[src/rtl/btn_debounce_if.sv]
// Pin-side bundle for btn_debounce: raw button levels in, conditioned levels and
// press/release events out. The slave modport is the conditioner's view.
interface btn_debounce_if #(
  parameter int N_BTN = 3
) ();
  logic [N_BTN-1:0] btn_raw;
  logic [N_BTN-1:0] btn_clean;
  logic [N_BTN-1:0] pressed;
  logic [N_BTN-1:0] press_pulse;
  logic [N_BTN-1:0] release_pulse;

  modport master (
    output btn_raw,
    input  btn_clean,
    input  pressed,
    input  press_pulse,
    input  release_pulse
  );

  modport slave (
    input  btn_raw,
    output btn_clean,
    output pressed,
    output press_pulse,
    output release_pulse
  );
endinterface

[src/rtl/btn_debounce.sv]
// Per-channel push-button conditioner: 2-FF synchronizer, stability counter, clean level.
// Optional press/release pulses are built when BTN_DEBOUNCE_EVENTS_EN is defined.
module btn_debounce #(
  parameter int F_CLK_HZ       = 25_000_000,
  parameter int DEBOUNCE_MS    = 20,
  parameter int ACTIVE_LOW_BTN = 1,
  parameter int N_BTN          = 3
) (
  input  logic          clk,
  input  logic          rst,
  btn_debounce_if.slave bus
);

  localparam int DB_CALC  = (F_CLK_HZ / 1000) * DEBOUNCE_MS;
  localparam int DB_TICKS = (DB_CALC < 1) ? 1 : DB_CALC;
  localparam int CW_CALC  = $clog2(DB_TICKS + 1);
  localparam int CW       = (CW_CALC < 1) ? 1 : CW_CALC;

  localparam logic [CW-1:0]    TERM  = CW'(DB_TICKS - 1);
  localparam logic             REL   = (ACTIVE_LOW_BTN != 0) ? 1'b1 : 1'b0;
  localparam logic [N_BTN-1:0] REL_V = {N_BTN{REL}};

  logic [N_BTN-1:0] s1;
  logic [N_BTN-1:0] s2;
  logic [N_BTN-1:0] stable;
  logic [CW-1:0]    cnt [N_BTN];
  logic [N_BTN-1:0] accept;

  // A channel is accepted on the edge where its mismatch has persisted DB_TICKS cycles.
  always_comb begin
    accept = '0;
    for (int i = 0; i < N_BTN; i++) begin
      accept[i] = (s2[i] != stable[i]) && (cnt[i] == TERM);
    end
  end

  always_ff @(posedge clk) begin
    if (rst) begin
      s1     <= REL_V;
      s2     <= REL_V;
      stable <= REL_V;
      for (int i = 0; i < N_BTN; i++) begin
        cnt[i] <= '0;
      end
    end else begin
      s1 <= bus.btn_raw;
      s2 <= s1;
      for (int i = 0; i < N_BTN; i++) begin
        if (s2[i] == stable[i]) begin
          cnt[i] <= '0;
        end else if (accept[i]) begin
          stable[i] <= s2[i];
          cnt[i]    <= '0;
        end else begin
          cnt[i] <= cnt[i] + CW'(1);
        end
      end
    end
  end

  assign bus.btn_clean = stable;
  assign bus.pressed   = stable ^ REL_V;

`ifdef BTN_DEBOUNCE_EVENTS_EN
  logic [N_BTN-1:0] press_q;
  logic [N_BTN-1:0] release_q;

  // Accepted level away from REL is a press; back to REL is a release.
  always_ff @(posedge clk) begin
    if (rst) begin
      press_q   <= '0;
      release_q <= '0;
    end else begin
      press_q   <= accept & (s2 ^ REL_V);
      release_q <= accept & ~(s2 ^ REL_V);
    end
  end

  assign bus.press_pulse   = press_q;
  assign bus.release_pulse = release_q;
`else
  assign bus.press_pulse   = '0;
  assign bus.release_pulse = '0;
`endif

endmodule

[src/flat_wrapper.sv]
// flat-port wrapper written by rule: the top's interface ports become plain ports
module btn_debounce_flat 
#(
  parameter int F_CLK_HZ       = 25_000_000,
  parameter int DEBOUNCE_MS    = 20,
  parameter int ACTIVE_LOW_BTN = 1,
  parameter int N_BTN          = 3
)
  (clk, rst, bus_btn_raw, bus_btn_clean, bus_pressed, bus_press_pulse, bus_release_pulse);
  btn_debounce_if #(.N_BTN(N_BTN)) bus_i ();
  input  logic clk;
  input  logic rst;
  input wire logic [$bits(bus_i.btn_raw)-1:0] bus_btn_raw;
  output wire logic [$bits(bus_i.btn_clean)-1:0] bus_btn_clean;
  output wire logic [$bits(bus_i.pressed)-1:0] bus_pressed;
  output wire logic [$bits(bus_i.press_pulse)-1:0] bus_press_pulse;
  output wire logic [$bits(bus_i.release_pulse)-1:0] bus_release_pulse;
  assign bus_i.btn_raw = bus_btn_raw;
  assign bus_btn_clean = bus_i.btn_clean;
  assign bus_pressed = bus_i.pressed;
  assign bus_press_pulse = bus_i.press_pulse;
  assign bus_release_pulse = bus_i.release_pulse;
  btn_debounce #(.F_CLK_HZ(F_CLK_HZ), .DEBOUNCE_MS(DEBOUNCE_MS), .ACTIVE_LOW_BTN(ACTIVE_LOW_BTN), .N_BTN(N_BTN)) u_core (.clk(clk), .rst(rst), .bus(bus_i));
endmodule
[config.mk]
export PLATFORM = sky130hd
export DESIGN_NAME = btn_debounce_flat
export DESIGN_NICKNAME = d
export VERILOG_FILES = /design/src/rtl/btn_debounce_if.sv /design/src/rtl/btn_debounce.sv /design/src/flat_wrapper.sv
export SDC_FILE = /design/constraint.sdc
export NUM_CORES = 1
export LEC_CHECK = 0
export CAP_MARGIN = 40
export CORE_UTILIZATION = 67
export CTS_BUF_LIST = sky130_fd_sc_hd__clkbuf_8
export DETAILED_ROUTE_END_ITERATION = 8
export PLACE_DENSITY = 0.87
export SLEW_MARGIN = 10
export SYNTH_ARGS = -nofsm -noshare
export SYNTH_HDL_FRONTEND = slang
export SYNTH_SLANG_ARGS = --single-unit
[constraint.sdc]
create_clock -name clk -period 3.14 [get_ports clk]
set_input_delay 0.942 -clock clk [delete_from_list [all_inputs] [get_ports clk]]
set_output_delay 0.942 -clock clk [all_outputs]
set_load 0.01 [all_outputs]
* Word level (Yosys, flattened, before mapping)
Memories as Yosys holds them, arrays and structs flattened.
Cells that the tools add are included.
** Operators by class
- Bitwise gates (word level) :: 13
- Equal/unequal tests :: 9
- Multiplexer cells :: 44
- Reduce and logical (&&, ||, !) cells :: 6
- Add/subtract/negate cells :: 3
** Operators with widths (count)
- $mux W19 :: 9
- $add A19 B1 Y19 const B :: 3
- $eq A19 B19 Y1 const B :: 3
- $mux W1 :: 35
- $or A1 B1 Y1 :: 9
- $reduce_and A2 Y1 :: 3
- $eq A1 B1 Y1 :: 3
- $logic_and A1 B1 Y1 :: 3
- $ne A1 B1 Y1 :: 3
- $not A1 Y1 :: 3
- $not A3 Y3 :: 1
** Word-level totals
- Memory bits (writable) :: 57
- Register bits after elaboration :: 9
- Output and inout bits :: 12
- Input port bits :: 5
- Memories kept :: 1
** Memories
- u_core.cnt :: words 3, bits a word 19, rd ports 3, clocked after memory_dff 0, write ports 3, RTL line btn_debounce.sv:26 : logic [CW-1:0] cnt [N_BTN];

* Logic depth before layout (Yosys ltp)
Gate-level depths: netlist of run 1.
An unclocked memory read counts as a cell.
- Depth after elaboration :: 9
- Mapped depth :: 7
- Mapped depth without buffers :: 5

* Worst setup path after synthesis of run 1
No wires, ideal clock.
- Path type :: in2reg
- From :: in rst
- To :: mem u_core.cnt[0][10] in the netlist's numbering (data pin)
- Stages on the path :: 6
- Required time :: 2874 ps
- Setup slack :: 882 ps
- Arrival time :: 1992 ps
- Buffers on the path :: 2
- Path through :: clkbuf_1 inv_1 nand2_1 o21bai_1 clkbuf_1 nor2_1
** RTL lines
- start, declared :: RTL line flat_wrapper.sv:12 : input logic rst;
- end, declared :: RTL line btn_debounce.sv:26

==> results of run 1 <==
==> critical path: stages (launching register included) <==
cell	delay, ns
edfxtp_1	0.49
nor4b_1	0.40
nand4_1	0.24
o311ai_2	0.73
buf_4	0.29
nor2_1	0.07
==> per-stage QoR <==
step	instance area, um^2	util (%)	instances	setup slack (ns)	hold slack (ns)
after global placement	3860	79.2	463	0.576	0.391
after detailed placement	3870	79.3	464	0.574	0.396
after floorplan	3740	-	397	0.882	0.389
after global routing	4070	83.3	480	0.522	0.425
after CTS	4070	83.3	480	0.687	0.413
final	4070	83.3	480	0.684	0.412
==> sequential cells by signal, summed over array words and instances, names as in the netlist <==
name,cells
u_core.s1,3
u_core.bus.btn_clean,3
u_core.s2,3
u_core.cnt,57
==> area by class of cell <==
| cell class | count | area [um^2] | share of cell area (%) |
|---|---|---|---|
| timing repair buffer | 13 | 123 | 3.02 |
| clock buffer | 10 | 138 | 3.38 |
| multi-input combinational | 306 | 1730 | 42.5 |
| tap | 67 | 83.8 | 2.06 |
| sequential | 66 | 1890 | 46.5 |
| inverter | 12 | 45.0 | 1.11 |
| clock inverter | 6 | 57.6 | 1.42 |
==> cell usage after synthesis, types with 5 or more instances <==
cell,number,area (um^2)
or2_2,7,43.8
nand2_1,20,75.1
dfxtp_1,9,180
nor2_1,51,191
xnor2_1,22,193
inv_1,12,45.0
nor3_1,9,45.0
nand3_1,21,105
o21ai_0,8,40.0
buf_4,6,45.0
clkbuf_1,5,18.8
and4_1,7,61.3
a21oi_1,11,55.1
or3_1,8,50.1
nand4_1,18,113
xor2_1,21,184
edfxtp_1,57,1710
nor4_1,9,56.3
==> metal layers <==
metal	vias to the layer above	share of wire, %
met5	-	0
met4	0	2.4
met3	18	4.6
met2	80	49
met1	1271	44
li1	1306	-
==> path summary, 6_finish.rpt <==
kind | startpoint | endpoint | depth (start not counted)
setup / recovery | u_core.cnt[1][10]$_SDFFCE_PN0P_ | u_core.cnt[1][10]$_SDFFCE_PN0P_ | 5
hold / removal | u_core.s1[1]$_SDFF_PP1_ | u_core.s2[1]$_SDFF_PP1_ | 1
setup reg to reg | u_core.cnt[1][10]$_SDFFCE_PN0P_ | u_core.cnt[1][10]$_SDFFCE_PN0P_ | 5
hold reg to reg | u_core.s1[1]$_SDFF_PP1_ | u_core.s2[1]$_SDFF_PP1_ | 1
==> power by group <==
part	switching [mW]	leakage, nW	internal [mW]	total [mW]
logic	0.0500	0.654	0.0339	0.0839
clock network	0.307	0.0971	0.381	0.688
registers	0.0409	0.662	0.988	1.03
==> cells by family after synthesis <==
logic type                 after synthesis  share of synthesized area, %
adders and majority gates                3                          1.07
buffers and inverters                   25                          3.39
DFF                                     66                          53.9
muxes                                    1                         0.285
and+or+nand+nor                        168                          25.3
other                                    2                         0.214
xor gates and xnor gates                43                          10.7
AOI/OAI and AO/OA                       28                          5.13
==> cell usage in the layout (no fill, tap or decap), drive strengths merged, types with 3 or more instances in the layout <==
cell           synthesis  routed
a21oi                 11      11
and3                   3       3
and4                   7       7
buf                    8       3
clkbuf                 5      10
clkdlybuf4s50          0      10
conb                   2      63
dfxtp                  9       9
edfxtp                57      57
ha                     3       3
inv                   12      13
nand2                 20      20
nand3                 22      22
nand4                 18      18
nor2                  51      51
nor3                   9       9
nor4                   9       9
nor4b                  4       4
o21ai                  8       8
or2                    8       8
or3                    8       8
or4                    4       4
xnor2                 22      22
xor2                  21      21
==> impl_metrics.env, run 1 <==
export IMPL_fin_crit_sh_pct=78.2
export IMPL_syn_area_per_cell_um2=10.4
export IMPL_wirelength_mm=6.72
export IMPL_cts_buffers=9
export IMPL_syn_area_um2=3510
export IMPL_syn_to_final_growth_pct=15.9
export IMPL_num_rows=25
export IMPL_p_leak_nw=1.41
export IMPL_setup_tns_final_ns=0
export IMPL_fp_dieW_um=74.4
export IMPL_worst_pin_slew_ns=0.858
export IMPL_coreArea_um2=4880
export IMPL_layout_drive_gt1_share_pct=7.02
export IMPL_rsz0062_at_grt="no"
export IMPL_period_needed_ns=2.46
export IMPL_synth_cell_types=40
export IMPL_power_mw=1.80
export IMPL_gr_usage_met1_pct=34.1
export IMPL_cp_start_kind="register"
export IMPL_via_per_inst=5.57
export IMPL_grt_max_degree=20
export IMPL_nNetsFinal=416
export IMPL_grt_use_total_pct=27.6
export IMPL_clkSlewWorstSetupHoldPaths_ns=0.07
export IMPL_path_class="reg2reg"
export IMPL_cts_hold_fix_buffers=0
export IMPL_maxSlewHeadroom_pct=42.6
export IMPL_vias=2675
export IMPL_cp_data_arrival_time_ns=2.55
export IMPL_crit_path_max_fanout=9
export IMPL_cts_setup_buffers=0
export IMPL_synth_seq_cells=66
export IMPL_cts_buffer_depth=2
export IMPL_dpl_hpwl_mm=4.78
export IMPL_initialDrtViolationCount=183
export IMPL_use_met2_pct=44.9
export IMPL_setup_viol=0
export IMPL_grt_busiest_layer="met2"
export IMPL_status="finished, final reports clean"
export IMPL_max_freq_mhz=407
export IMPL_grt_pass1_vias=2497
export IMPL_cp_required_ns=3.24
export IMPL_regToRegSetupSlack_ns=0.68
export IMPL_start_util_pct=71.9
export IMPL_clock_latency_ns=0.34
export IMPL_synth_cells=336
export IMPL_synth_edf_count=57
export IMPL_place_gp_congestion=0.901
export IMPL_cts_sinks=66
export IMPL_crit_path_end_kind="register"
export IMPL_fillers=300
export IMPL_htreeDepth=3
export IMPL_postCtsResizedCells=0
export IMPL_drc=0
export IMPL_grt_overflow=0
export IMPL_vdd_drop_max_mv=0.278
export IMPL_antenna_found_initial=0
export IMPL_power_density_nw_per_um2=443
export IMPL_dieHeight_um=74.4
export IMPL_cts_root_buf="clkbuf_8"
export IMPL_io_buffers=10
export IMPL_drt_antenna_violating_nets=0
export IMPL_met3_usage_pct=8.40
export IMPL_drv_cap=0
export IMPL_antenna_cells=0
export IMPL_ys_warn_count=0
export IMPL_wl_per_cell_um=14.0
export IMPL_synth_seq_area_share_pct=53.9
export IMPL_final_max_slew_viol_count=0
export IMPL_hp_class="reg2reg"
export IMPL_io_pins=17
export IMPL_skew_ns=0.00720
export IMPL_die_area_um2=5530
export IMPL_synthArstFlopShare_pct=0
export IMPL_cts_tree="done"
export IMPL_drtPass1Iterations=5
export IMPL_ys_flop_type="edfxtp_1"
export IMPL_final_hold_viol_count=0
export IMPL_grt_pass1_wl_mm=11.2
Note: power is estimated with default switching activity, not from simulation.
==> inputs of run 2 (changes only) <==
--- a/config.mk
+++ b/config.mk
@@ -6,10 +6,10 @@
 export NUM_CORES = 1
 export LEC_CHECK = 0
 export CAP_MARGIN = 40
-export CORE_UTILIZATION = 67
+export CORE_UTILIZATION = 56
 export CTS_BUF_LIST = sky130_fd_sc_hd__clkbuf_8
 export DETAILED_ROUTE_END_ITERATION = 8
-export PLACE_DENSITY = 0.87
+export PLACE_DENSITY = 0.78
 export SLEW_MARGIN = 10
 export SYNTH_ARGS = -nofsm -noshare
 export SYNTH_HDL_FRONTEND = slang
==> constraint.sdc (replaced) <==
create_clock -name clk -period 2.1 [get_ports clk]
set_input_delay 0.63 -clock clk [delete_from_list [all_inputs] [get_ports clk]]
set_output_delay 0.63 -clock clk [all_outputs]
set_load 0.01 [all_outputs]
==> run 2 against run 1 <==
  * Core utilization is 10 points lower
  * Worst hold slack better by 0.0035 ns
  * Clock power is 48% higher
  * Final cell count is 9.0% higher
  * Setup slack worse by 0.63 ns
  * Register-to-register slack worse by 0.63 ns
  * Design area is 7.4% higher
  * Maximum frequency is 20% higher
  * Sequential share of layout area is 3.2 points lower
  * Largest power group unchanged
  * Highest routed layer unchanged
==> impl_metrics.env, run 2 (synthesized netlist as in run 1, its figures left out) <==
export IMPL_clockPowerShare_pct=37.6
export IMPL_io_buffers=10
export IMPL_skew_ns=0.0139
export IMPL_drt_antenna_violating_nets=0
export IMPL_hp_class="reg2reg"
export IMPL_vdd_drop_max_mv=0.408
export IMPL_crit_start="u_core.cnt[1][10]$_SDFFCE_PN0P_"
export IMPL_largest_reg_flops=57
export IMPL_num_rows=28
export IMPL_setup_viol=0
export IMPL_drtPass1Iterations=4
export IMPL_postLayoutCoreUtil_pct=72.9
export IMPL_dpl_hpwl_mm=4.85
export IMPL_dieHeight_um=81.2
export IMPL_grt_max_degree=20
export IMPL_cp_start_kind="register"
export IMPL_final_hold_viol_count=0
export IMPL_start_util_pct=58.6
export IMPL_cts_buffers=9
export IMPL_power_mw=2.72
export IMPL_grt_overflow=0
export IMPL_clkSlewWorstSetupHoldPaths_ns=0.07
export IMPL_antenna_found_initial=0
export IMPL_combPwrFrac_pct=6.6
export IMPL_crit_path_end_kind="register"
export IMPL_period_needed_ns=2.04
export IMPL_max_freq_mhz=490
export IMPL_power_switching_mw=0.604
export IMPL_status="finished, final reports clean"
export IMPL_reg2regPathDepth=5
export IMPL_layout_common_cells="conb_1, edfxtp_1, nor2_1"
export IMPL_initialDrtViolationCount=153
export IMPL_antenna_cells=0
export IMPL_post_route_cell_area_um2=4370
export IMPL_hold_start="u_core.s1[1]$_SDFF_PP1_"
export IMPL_dp_cells=506
export IMPL_maxSlewHeadroom_pct=61.0
export IMPL_switching_share_pct=22.2
export IMPL_clock_latency_ns=0.34
export IMPL_intPower_mw=2.12
export IMPL_grt_pass1_vias=2668
export IMPL_cts_sinks=66
export IMPL_setup_tns_final_ns=0
export IMPL_wl_per_cell_um=12.9
export IMPL_htreeDepth=3
export IMPL_final_common_cell="conb_1"
export IMPL_cts_hold_fix_buffers=0
export IMPL_vias=2740
export IMPL_layout_drive_gt1_share_pct=13.8
export IMPL_min_path_cells=1
export IMPL_nNetsFinal=451
export IMPL_worst_pin_slew_ns=0.580
export IMPL_syn_to_final_growth_pct=24.4
export IMPL_fp_dieW_um=81.2
export IMPL_place_area_um2=4140
export IMPL_coreArea_um2=5990
export IMPL_cp_required_ns=2.18
export IMPL_fin_cells=523
export IMPL_drc=0
export IMPL_io_pins=17
export IMPL_cts_root_buf="clkbuf_8"
export IMPL_grt_pass1_wl_mm=11.6
export IMPL_rsz0062_at_grt="no"
export IMPL_path_class="reg2reg"
export IMPL_fin_crit_sh_pct=97.3
export IMPL_final_max_slew_viol_count=0
export IMPL_power_density_nw_per_um2=623
export IMPL_cp_data_arrival_time_ns=2.12
export IMPL_seqPwrFrac_pct=55.8
export IMPL_grt_use_total_pct=23.1
export IMPL_via_per_inst=5.24
export IMPL_cts_buffer_depth=2
export IMPL_reg2reg_from="u_core.cnt[1][10]$_SDFFCE_PN0P_"
export IMPL_place_gp_congestion=0.818
export IMPL_top_register="u_core.cnt"
export IMPL_p_leak_nw=1.60
export IMPL_wirelength_mm=6.75
export IMPL_crit_path_max_fanout=11
export IMPL_die_area_um2=6590
export IMPL_cts_tree="done"
export IMPL_drv_cap=0
==> run 2: worst max-delay path, stage by stage, from the launching register on <==
cell and delay [ns]:
edfxtp_1 0.40, nor4b_1 0.37, nand4_1 0.24, o311ai_4 0.51, buf_6 0.21, nor2_1 0.06
==> run 2: metal layers <==
metal | global-route usage (%) | routed length, um | share of wire (%)
met1 | 28.6 | 3160 | 47
met2 | 40.0 | 3260 | 48
met4 | 9.46 | 114 | 1.7
met3 | 3.71 | 213 | 3.2
met5 | 0 | 0 | 0
==> run 2: power by group through the flow <==
| stage | sequential [mW] | clock (mW) | combinational [mW] |
|---|---|---|---|
| after CTS | 1.52 | 1.04 | 0.172 |
| final | 1.52 | 1.02 | 0.178 |
| after detailed placement | 1.55 | 0 | 0.167 |
| after floorplan | 1.55 | 0 | 0.105 |
| after global routing | 1.53 | 1.09 | 0.202 |
| after global placement | 1.54 | 0 | 0.163 |
==> run 2: layout make-up <==
type | count | area (um^2)
Sequential cell | 66 | 1890
Multi-Input combinational cell | 306 | 1750
Fill cell | 457 | 1620
Timing Repair Buffer | 48 | 402
Clock buffer | 10 | 138
Tap cell | 75 | 93.8
Clock inverter | 6 | 50.0
Inverter | 12 | 45.0
==> run 2: timing repair <==
item	CTS	global route
buffers inserted	0	1
resized for setup	2	0
hold endpoints to repair	0	0
cloned	0	0
endpoints found under the setup margin	30	19
pin swaps	0	1
==> run 2: metrics by stage <==
| stage | hold slack, ns | setup slack (ns) |
|---|---|---|
| finish | 0.415 | 0.0572 |
| global placement | 0.393 | -0.174 |
| floorplan | 0.389 | 0.0861 |
| detailed placement | 0.405 | -0.110 |
| global route | 0.432 | 0.0183 |
| CTS | 0.422 | 0.0543 |
==> run 2: worst paths after layout <==
kind	slack (ns)	to
worst max register to register	0.06	u_core.cnt[1][3]$_SDFFCE_PN0P_
worst min-delay path	0.42	u_core.s2[1]$_SDFF_PP1_
worst max-delay path	0.06	u_core.cnt[1][3]$_SDFFCE_PN0P_
worst min register to register	0.42	u_core.s2[1]$_SDFF_PP1_
==> inputs of run 3 (changes only) <==
--- a/config.mk
+++ b/config.mk
@@ -5,6 +5,7 @@
 export SDC_FILE = /design/constraint.sdc
 export NUM_CORES = 1
 export LEC_CHECK = 0
+export ABC_CLOCK_PERIOD_IN_PS = 2100
 export CAP_MARGIN = 40
 export CORE_UTILIZATION = 56
 export CTS_BUF_LIST = sky130_fd_sc_hd__clkbuf_8
==> results of run 3 <==
Same layout as run 2: the final DEF is identical, and so are final timing and power.
